--- src/rtl/fb_rect_writer_pkg.sv ---
// Shared types and constants for the frame-buffer rectangle writer.
// Contents: screen geometry, RGB332 pixel type, command record, engine state enum and
// the row-base helper used once per command.
package fb_pkg;

  localparam int unsigned H_RES     = 640;
  localparam int unsigned V_RES     = 480;
  localparam int unsigned FB_ADDR_W = 19;
  localparam int unsigned COLOR_W   = 8;
  localparam int unsigned CRD_W     = 10;

  typedef struct packed {
    logic [2:0] r;
    logic [2:0] g;
    logic [1:0] b;
  } rgb332_t;

  typedef struct packed {
    logic [CRD_W-1:0] x0;
    logic [CRD_W-1:0] y0;
    logic [CRD_W-1:0] w;
    logic [CRD_W-1:0] h;
    rgb332_t          color;
    logic             outline;
  } fb_cmd_t;

  typedef enum logic [1:0] {IDLE, CLIP, FILL, DONE} fb_wr_state_t;

  // Start address of line y; only evaluated when a command is loaded.
  function automatic logic [FB_ADDR_W-1:0] row_base_of(logic [CRD_W-1:0] y);
    return FB_ADDR_W'(y) * FB_ADDR_W'(H_RES);
  endfunction

endpackage

--- src/rtl/fb_rect_writer_if.sv ---
// Bus bundle of the rectangle writer: command handshake, abort, frame-buffer write
// port and status. master = draw logic / arbiter side, slave = the engine.
interface fb_rect_writer_if;
  import fb_pkg::*;

  logic                 cmd_valid;
  logic                 cmd_ready;
  logic [CRD_W-1:0]     cmd_x0;
  logic [CRD_W-1:0]     cmd_y0;
  logic [CRD_W-1:0]     cmd_w;
  logic [CRD_W-1:0]     cmd_h;
  logic [COLOR_W-1:0]   cmd_color;
  logic                 cmd_outline;
  logic                 abort;
  logic [FB_ADDR_W-1:0] write_address;
  logic [COLOR_W-1:0]   write_data;
  logic                 write_en;
  logic                 wr_ready;
  logic                 busy;
  logic                 done;

  modport master (
    output cmd_valid, cmd_x0, cmd_y0, cmd_w, cmd_h, cmd_color, cmd_outline, abort, wr_ready,
    input  cmd_ready, write_address, write_data, write_en, busy, done
  );

  modport slave (
    input  cmd_valid, cmd_x0, cmd_y0, cmd_w, cmd_h, cmd_color, cmd_outline, abort, wr_ready,
    output cmd_ready, write_address, write_data, write_en, busy, done
  );

endinterface

--- src/rtl/fb_raster_counter.sv ---
// Raster walker for one clipped rectangle. Holds x/y, the current row base and the
// registered write address; no per-pixel multiply.
// Ports: i_load (start at x0,y0), i_advance (current pixel accepted), i_outline
// (skip interior pixels), i_x0/i_y0/i_x_end/i_y_end (held bounds, end exclusive),
// o_addr (address of current pixel), o_last (current pixel is the final one).
module fb_raster_counter
  import fb_pkg::*;
(
  input  logic                 i_clk,
  input  logic                 i_rst_n,
  input  logic                 i_load,
  input  logic                 i_advance,
  input  logic                 i_outline,
  input  logic [CRD_W-1:0]     i_x0,
  input  logic [CRD_W-1:0]     i_y0,
  input  logic [CRD_W-1:0]     i_x_end,
  input  logic [CRD_W-1:0]     i_y_end,
  output logic [FB_ADDR_W-1:0] o_addr,
  output logic                 o_last
);

  logic [CRD_W-1:0]     r_x, r_y;
  logic [FB_ADDR_W-1:0] r_row_base, r_addr;
  logic                 w_x_last, w_y_last, w_skip;
  logic [CRD_W-1:0]     w_x_right;
  logic [FB_ADDR_W-1:0] w_load_base, w_next_base;

  assign w_x_right   = i_x_end - 1'b1;
  assign w_x_last    = (r_x == w_x_right);
  assign w_y_last    = (r_y == i_y_end - 1'b1);
  // Interior rows of an outline only touch the two side columns.
  assign w_skip      = i_outline && (r_y != i_y0) && !w_y_last && (r_x == i_x0);
  assign w_load_base = row_base_of(i_y0);
  assign w_next_base = r_row_base + FB_ADDR_W'(H_RES);

  always_ff @(posedge i_clk or negedge i_rst_n) begin
    if (!i_rst_n) begin
      r_x        <= '0;
      r_y        <= '0;
      r_row_base <= '0;
      r_addr     <= '0;
    end else if (i_load) begin
      r_x        <= i_x0;
      r_y        <= i_y0;
      r_row_base <= w_load_base;
      r_addr     <= w_load_base + FB_ADDR_W'(i_x0);
    end else if (i_advance) begin
      if (w_x_last) begin
        r_x        <= i_x0;
        r_y        <= r_y + 1'b1;
        r_row_base <= w_next_base;
        r_addr     <= w_next_base + FB_ADDR_W'(i_x0);
      end else if (w_skip) begin
        r_x    <= w_x_right;
        r_addr <= r_row_base + FB_ADDR_W'(w_x_right);
      end else begin
        r_x    <= r_x + 1'b1;
        r_addr <= r_addr + 1'b1;
      end
    end
  end

  assign o_addr = r_addr;
  assign o_last = w_x_last && w_y_last;

endmodule

--- src/rtl/fb_rect_writer.sv ---
// Frame-buffer rectangle fill engine: takes one command, clips it to 640x480 and
// streams RGB332 writes in raster order (address = x + y*640), stalled by wr_ready.
// Ports: i_clk, i_rst_n (async active-low), io_bus (slave modport of
// fb_rect_writer_if: command handshake, abort, write port, busy/done).
// Optional: define FB_OUTLINE_EN to honour cmd_outline (perimeter-only fill).
module fb_rect_writer
  import fb_pkg::*;
(
  input  logic              i_clk,
  input  logic              i_rst_n,
  fb_rect_writer_if.slave   io_bus
);

`ifdef FB_OUTLINE_EN
  localparam bit OutlineEn = 1'b1;
`else
  localparam bit OutlineEn = 1'b0;
`endif

  localparam logic [CRD_W:0] HResSum = H_RES[CRD_W:0];
  localparam logic [CRD_W:0] VResSum = V_RES[CRD_W:0];

  fb_wr_state_t         r_state;
  fb_cmd_t              r_cmd;
  logic [CRD_W-1:0]     r_x_end, r_y_end;
  logic                 r_write_en, r_done, r_busy;

  logic [CRD_W:0]       w_x_sum, w_y_sum;
  logic [CRD_W-1:0]     w_x_end, w_y_end;
  logic                 w_empty, w_load, w_advance, w_last;
  logic [FB_ADDR_W-1:0] w_addr;

  // 11-bit sums so an oversize rectangle clips instead of wrapping.
  always_comb begin
    w_x_sum = {1'b0, r_cmd.x0} + {1'b0, r_cmd.w};
    w_y_sum = {1'b0, r_cmd.y0} + {1'b0, r_cmd.h};
    w_x_end = (w_x_sum > HResSum) ? HResSum[CRD_W-1:0] : w_x_sum[CRD_W-1:0];
    w_y_end = (w_y_sum > VResSum) ? VResSum[CRD_W-1:0] : w_y_sum[CRD_W-1:0];
    w_empty = (r_cmd.w == '0) || (r_cmd.h == '0) ||
              ({1'b0, r_cmd.x0} >= HResSum) || ({1'b0, r_cmd.y0} >= VResSum);
  end

  assign w_load    = (r_state == CLIP) && !io_bus.abort && !w_empty;
  assign w_advance = (r_state == FILL) && io_bus.wr_ready && !io_bus.abort;

  fb_raster_counter u_raster (
    .i_clk     (i_clk),
    .i_rst_n   (i_rst_n),
    .i_load    (w_load),
    .i_advance (w_advance),
    .i_outline (r_cmd.outline),
    .i_x0      (r_cmd.x0),
    .i_y0      (r_cmd.y0),
    .i_x_end   (r_x_end),
    .i_y_end   (r_y_end),
    .o_addr    (w_addr),
    .o_last    (w_last)
  );

  always_ff @(posedge i_clk or negedge i_rst_n) begin
    if (!i_rst_n) begin
      r_state    <= IDLE;
      r_cmd      <= '0;
      r_x_end    <= '0;
      r_y_end    <= '0;
      r_write_en <= 1'b0;
      r_done     <= 1'b0;
      r_busy     <= 1'b0;
    end else begin
      unique case (r_state)
        IDLE: begin
          r_done <= 1'b0;
          if (io_bus.cmd_valid) begin
            r_cmd.x0      <= io_bus.cmd_x0;
            r_cmd.y0      <= io_bus.cmd_y0;
            r_cmd.w       <= io_bus.cmd_w;
            r_cmd.h       <= io_bus.cmd_h;
            r_cmd.color   <= rgb332_t'(io_bus.cmd_color);
            r_cmd.outline <= io_bus.cmd_outline & OutlineEn;
            r_busy        <= 1'b1;
            r_state       <= CLIP;
          end
        end
        CLIP: begin
          r_x_end <= w_x_end;
          r_y_end <= w_y_end;
          if (io_bus.abort) begin
            r_busy  <= 1'b0;
            r_state <= IDLE;
          end else if (w_empty) begin
            r_done  <= 1'b1;
            r_state <= DONE;
          end else begin
            r_write_en <= 1'b1;
            r_state    <= FILL;
          end
        end
        FILL: begin
          if (io_bus.abort) begin
            r_write_en <= 1'b0;
            r_busy     <= 1'b0;
            r_state    <= IDLE;
          end else if (io_bus.wr_ready && w_last) begin
            r_write_en <= 1'b0;
            r_done     <= 1'b1;
            r_state    <= DONE;
          end
        end
        DONE: begin
          r_done  <= 1'b0;
          r_busy  <= 1'b0;
          r_state <= IDLE;
        end
        default: r_state <= IDLE;
      endcase
    end
  end

  assign io_bus.cmd_ready     = (r_state == IDLE);
  assign io_bus.write_address = w_addr;
  assign io_bus.write_data    = r_cmd.color;
  assign io_bus.write_en      = r_write_en;
  assign io_bus.busy          = r_busy;
  assign io_bus.done          = r_done;

endmodule

--- src/flat_wrapper.sv ---
// flat-port wrapper written by rule: the top's interface ports become plain ports
module fb_rect_writer_flat import fb_pkg::*;
  (i_clk, i_rst_n, io_bus_cmd_valid, io_bus_cmd_x0, io_bus_cmd_y0, io_bus_cmd_w, io_bus_cmd_h, io_bus_cmd_color, io_bus_cmd_outline, io_bus_abort, io_bus_wr_ready, io_bus_cmd_ready, io_bus_write_address, io_bus_write_data, io_bus_write_en, io_bus_busy, io_bus_done);
  fb_rect_writer_if io_bus_i ();
  input  logic i_clk;
  input  logic i_rst_n;
  input wire logic [$bits(io_bus_i.cmd_valid)-1:0] io_bus_cmd_valid;
  input wire logic [$bits(io_bus_i.cmd_x0)-1:0] io_bus_cmd_x0;
  input wire logic [$bits(io_bus_i.cmd_y0)-1:0] io_bus_cmd_y0;
  input wire logic [$bits(io_bus_i.cmd_w)-1:0] io_bus_cmd_w;
  input wire logic [$bits(io_bus_i.cmd_h)-1:0] io_bus_cmd_h;
  input wire logic [$bits(io_bus_i.cmd_color)-1:0] io_bus_cmd_color;
  input wire logic [$bits(io_bus_i.cmd_outline)-1:0] io_bus_cmd_outline;
  input wire logic [$bits(io_bus_i.abort)-1:0] io_bus_abort;
  input wire logic [$bits(io_bus_i.wr_ready)-1:0] io_bus_wr_ready;
  output wire logic [$bits(io_bus_i.cmd_ready)-1:0] io_bus_cmd_ready;
  output wire logic [$bits(io_bus_i.write_address)-1:0] io_bus_write_address;
  output wire logic [$bits(io_bus_i.write_data)-1:0] io_bus_write_data;
  output wire logic [$bits(io_bus_i.write_en)-1:0] io_bus_write_en;
  output wire logic [$bits(io_bus_i.busy)-1:0] io_bus_busy;
  output wire logic [$bits(io_bus_i.done)-1:0] io_bus_done;
  assign io_bus_i.cmd_valid = io_bus_cmd_valid;
  assign io_bus_i.cmd_x0 = io_bus_cmd_x0;
  assign io_bus_i.cmd_y0 = io_bus_cmd_y0;
  assign io_bus_i.cmd_w = io_bus_cmd_w;
  assign io_bus_i.cmd_h = io_bus_cmd_h;
  assign io_bus_i.cmd_color = io_bus_cmd_color;
  assign io_bus_i.cmd_outline = io_bus_cmd_outline;
  assign io_bus_i.abort = io_bus_abort;
  assign io_bus_i.wr_ready = io_bus_wr_ready;
  assign io_bus_cmd_ready = io_bus_i.cmd_ready;
  assign io_bus_write_address = io_bus_i.write_address;
  assign io_bus_write_data = io_bus_i.write_data;
  assign io_bus_write_en = io_bus_i.write_en;
  assign io_bus_busy = io_bus_i.busy;
  assign io_bus_done = io_bus_i.done;
  fb_rect_writer u_core (.i_clk(i_clk), .i_rst_n(i_rst_n), .io_bus(io_bus_i));
endmodule
--- config.mk ---
export PLATFORM = sky130hd
export DESIGN_NAME = fb_rect_writer_flat
export DESIGN_NICKNAME = d
export VERILOG_FILES = /design/src/rtl/fb_rect_writer_pkg.sv /design/src/rtl/fb_rect_writer_if.sv /design/src/rtl/fb_raster_counter.sv /design/src/rtl/fb_rect_writer.sv /design/src/flat_wrapper.sv
export SDC_FILE = /design/constraint.sdc
export NUM_CORES = 1
export LEC_CHECK = 0
export BUFFER_PORTS_ARGS = -buffer_cell sky130_fd_sc_hd__buf_2
export CORE_MARGIN = 3
export CORE_UTILIZATION = 60
export CTS_CLUSTER_DIAMETER = 30
export CTS_CLUSTER_SIZE = 12
export DETAILED_ROUTE_END_ITERATION = 10
export GPL_TIMING_DRIVEN = 0
export PLACE_DENSITY = 0.81
export SLEW_MARGIN = 20
export SYNTH_ARGS = -nofsm -noshare
export SYNTH_HDL_FRONTEND = slang
export SYNTH_SLANG_ARGS = --single-unit
--- constraint.sdc ---
create_clock -name i_clk -period 3.8 [get_ports i_clk]
set_input_delay 0.19 -clock i_clk [delete_from_list [all_inputs] [get_ports i_clk]]
set_output_delay 0.19 -clock i_clk [all_outputs]
set_load 0.02 [all_outputs]
==> qor.yml <==
num_rows: 42
slew_viol_final: 0
drtIter0Drc: 743
clock_path_buffers: 2
multi_input_area_um2: 5120
cts.htree.levels: 4
diodes: 0
dpl.hpwl_um: 15900
ys_seq_area_frac: 0.363
finalWirelength_um: 23200
gr-total-overflow: 0
cts.sinks: 124
finalCritPeriodShare: 0.952
max_slew_margin: 0.442
nFillCells: 913
synth_edf_count: 0
ys.warnings.count: 0
peakVddDrop_v: 0.000637
cp.arrival_ns: 3.90
fmax_mhz: 277
drc: 0
vias: 7685
antenna_left: 0
syn_inst: 908
required_ns: 4.09
tightest_slew_ns: 0.826
coreArea_um2: 13600
r2r_setup_slack_ns: 0.18
setup_viol: 0
syn_area_um2: 8540
pin_count: 85
final_cells: 1233
pre_cts_ws_ns: 0.244
finalPower_mw: 11.0
cts_buffers: 17
cts_resized: 0
syn_avg_cell_area_um2: 9.41
hold_viol: 0
status: "complete, no violations"
fin_crit_ns: 3.62
nets: 1153
cp-end-kind: "flip-flop"
power_density_nw_per_um2: 1080
grt_max_degree: 82
ys.flop_type: "dfrtp_1"
syn2layout_area_growth_pct: 19.3
clkTransAtPathRegs_ns: 0.06
dieArea_um2: 15700
rsz0062_at_grt: "no"
start_util: 0.630
cts_root_buf: "clkbuf_16"
ys_types: 73
grt_antenna_before_repair: 1
grt_pass1_vias: 7569
final_util: 0.751
grt_pass1_wl_um: 37900
crit_type: "reg2reg"
fp.dieW_um: 125
worstPathMaxFanout: 10
io_buffers: 83
timing.final.ws_setup_ns: 0.183
insertion_delay_ns: 0.43
post_cts_buffers: 0
clock_skew_ns: 0.00590
drt-pass1-iter-count: 6
drv_cap: 0
register_area_um2: 3100
gp_routability_congestion: 0.879
grt_usage: 0.297
drive_gt1_frac: 0.188
dp.cells: 1168
dieHeight_um: 125
ys_ff_latch: 124
hp-class: "in2reg"
ys_async_sr_fraction: 1.00
startpoint_type: "flip-flop"
cts_tree: "done"
vias_per_cell: 6.23
wl_per_cell_um: 18.8
p_leak_nw: 4.30
tns_ns: 0
syn-num-nets: 1017
-- flip-flops by register name (all words and copies together), names as in the netlist --
| register | cells |
|---|---|
| u_core.r_cmd | 40 |
| u_core.u_raster.o_addr | 19 |
| u_core.u_raster.r_row_base | 12 |
| u_core.r_x_end | 10 |
| u_core.r_y_end | 10 |
| u_core.u_raster.r_x | 10 |
| u_core.u_raster.r_y | 10 |
| u_core.io_bus.write_data | 8 |
| u_core.r_state | 2 |
| u_core.io_bus.busy | 1 |
| u_core.io_bus.done | 1 |
| u_core.io_bus.write_en | 1 |
-- cells in the final DEF (no fill, tap or decap), types with 6 or more instances in the layout --
master         Yosys  final
xor2_1            34     34
nand3_1           28     28
nor3_1            21     21
nor4_1            13     13
dfrtp_1          124    124
buf_2              4     86
clkbuf_16          0     17
inv_1             31     31
a21o_1            12     12
o221ai_1           6      6
ha_1              51     51
and3_1            10     10
clkbuf_1          29     29
o21ai_0           59     59
o2bb2ai_1          6      6
or3_1             10     10
buf_4              9      9
o22ai_1           10     10
nor2b_1           12     12
a31oi_1           14     14
xnor2_1           58     58
a21oi_1           58     58
o211ai_1           8      8
nand4_1           15     15
mux2_2            54     54
dlygate4sd3_1      0     33
nor2_1            62     62
nand2_1           58     58
a22oi_1            6      6
o21bai_1           6      6
mux2i_1           10     10
-- report_power, final --
part / internal (mW) / switching (mW) / total, mW
Sequential: 1.94 / 0.807 / 2.74
Combinational: 2.79 / 3.65 / 6.43
Clock: 1.16 / 0.615 / 1.78
Total: 5.89 / 5.07 / 11.0
-- kinds of logic (layout without fill, tap and decap cells) --
family	Yosys count	count (layout)	synth area share
xor gates and xnor gates	92	92	0.0943
DFF	124	124	0.363
muxes	64	64	0.0829
AOI/OAI and AO/OA	233	233	0.178
adders and majority gates	55	55	0.0841
buffers and inverters	75	224	0.0375
and+or+nand+nor	265	265	0.160
-- metrics by stage --
step,hold slack [ns],area (um2)
final,0.00397,10200
after global routing,0.00437,10200
after CTS,0.000332,10200
after detailed placement,0.143,9210
after global placement,0.420,9180
after floorplan,-0.106,8540
-- synthesized netlist by cell type, types with 6 or more instances --
master	n	area share
nand3_1	28	0.016
nor2b_1	12	0.0088
o21bai_1	6	0.0053
a21o_1	12	0.011
dfrtp_1	124	0.36
clkbuf_1	29	0.013
mux2_2	54	0.071
o21ai_0	59	0.035
xnor2_1	58	0.059
o211ai_1	8	0.0070
a31oi_1	14	0.010
nor3_1	21	0.012
a21oi_1	58	0.034
xor2_1	34	0.035
o22ai_1	10	0.0073
a22oi_1	6	0.0053
o2bb2ai_1	6	0.0062
ha_1	51	0.075
inv_1	31	0.014
buf_4	9	0.0079
or3_1	10	0.0073
o221ai_1	6	0.0062
mux2i_1	10	0.012
nand4_1	15	0.011
and3_1	10	0.0073
nor2_1	62	0.027
nor4_1	13	0.0095
nand2_1	58	0.025
-- worst max-delay path, cell delays in order (launching register included) --
cell and delay (ns):
dfrtp_1 0.46, or4_1 0.48, buf_2 0.17, or3_4 0.40, a2111oi_4 0.42, nand4_4 0.20, nor3_2 0.58, buf_2 0.40
nand2_1 0.10, xor2_1 0.18, o21ai_0 0.10
-- routing by layer --
layer	wire, um	up-vias	track usage
met5	9	-	0
met4	419	2	0.0982
met3	1610	46	0.0584
met2	11400	342	0.498
met1	9750	3683	0.388
li1	-	3612	-
-- final timing paths --
check                                                    start                                          to  cells after the start
worst min register to register  u_core.io_bus.done$_DFFE_PN0P_              u_core.io_bus.done$_DFFE_PN0P_                      1
max in group asynchronous                              i_rst_n                u_core.r_cmd[44]$_DFFE_PN0P_                      3
min in group asynchronous                              i_rst_n      u_core.u_raster.o_addr[16]$_DFFE_PN0P_                      2
worst min-delay path                          io_bus_cmd_y0[1]                u_core.r_cmd[30]$_DFFE_PN0P_                      2
worst max-delay path             u_core.r_x_end[2]$_DFFE_PN0N_  u_core.u_raster.r_row_base[16]$_DFFE_PN0P_                     10
worst max register to register   u_core.r_x_end[2]$_DFFE_PN0N_  u_core.u_raster.r_row_base[16]$_DFFE_PN0P_                     10
-- layout make-up --
cell class,count,share of cell area
Multi-Input combinational cell,709,0.502
Clock buffer,21,0.0472
Timing Repair Buffer,117,0.0765
Sequential cell,124,0.305
Buffer,44,0.0200
Clock inverter,11,0.0161
Tap cell,176,0.0216
Inverter,31,0.0114
-- what timing repair did --
| action | CTS | global route |
|---|---|---|
| hold endpoints to repair | 75 | 0 |
| endpoints found under the setup margin | 0 | 0 |
| hold buffers | 33 | 0 |
No activity file was read; power rests on OpenSTA's default activity.
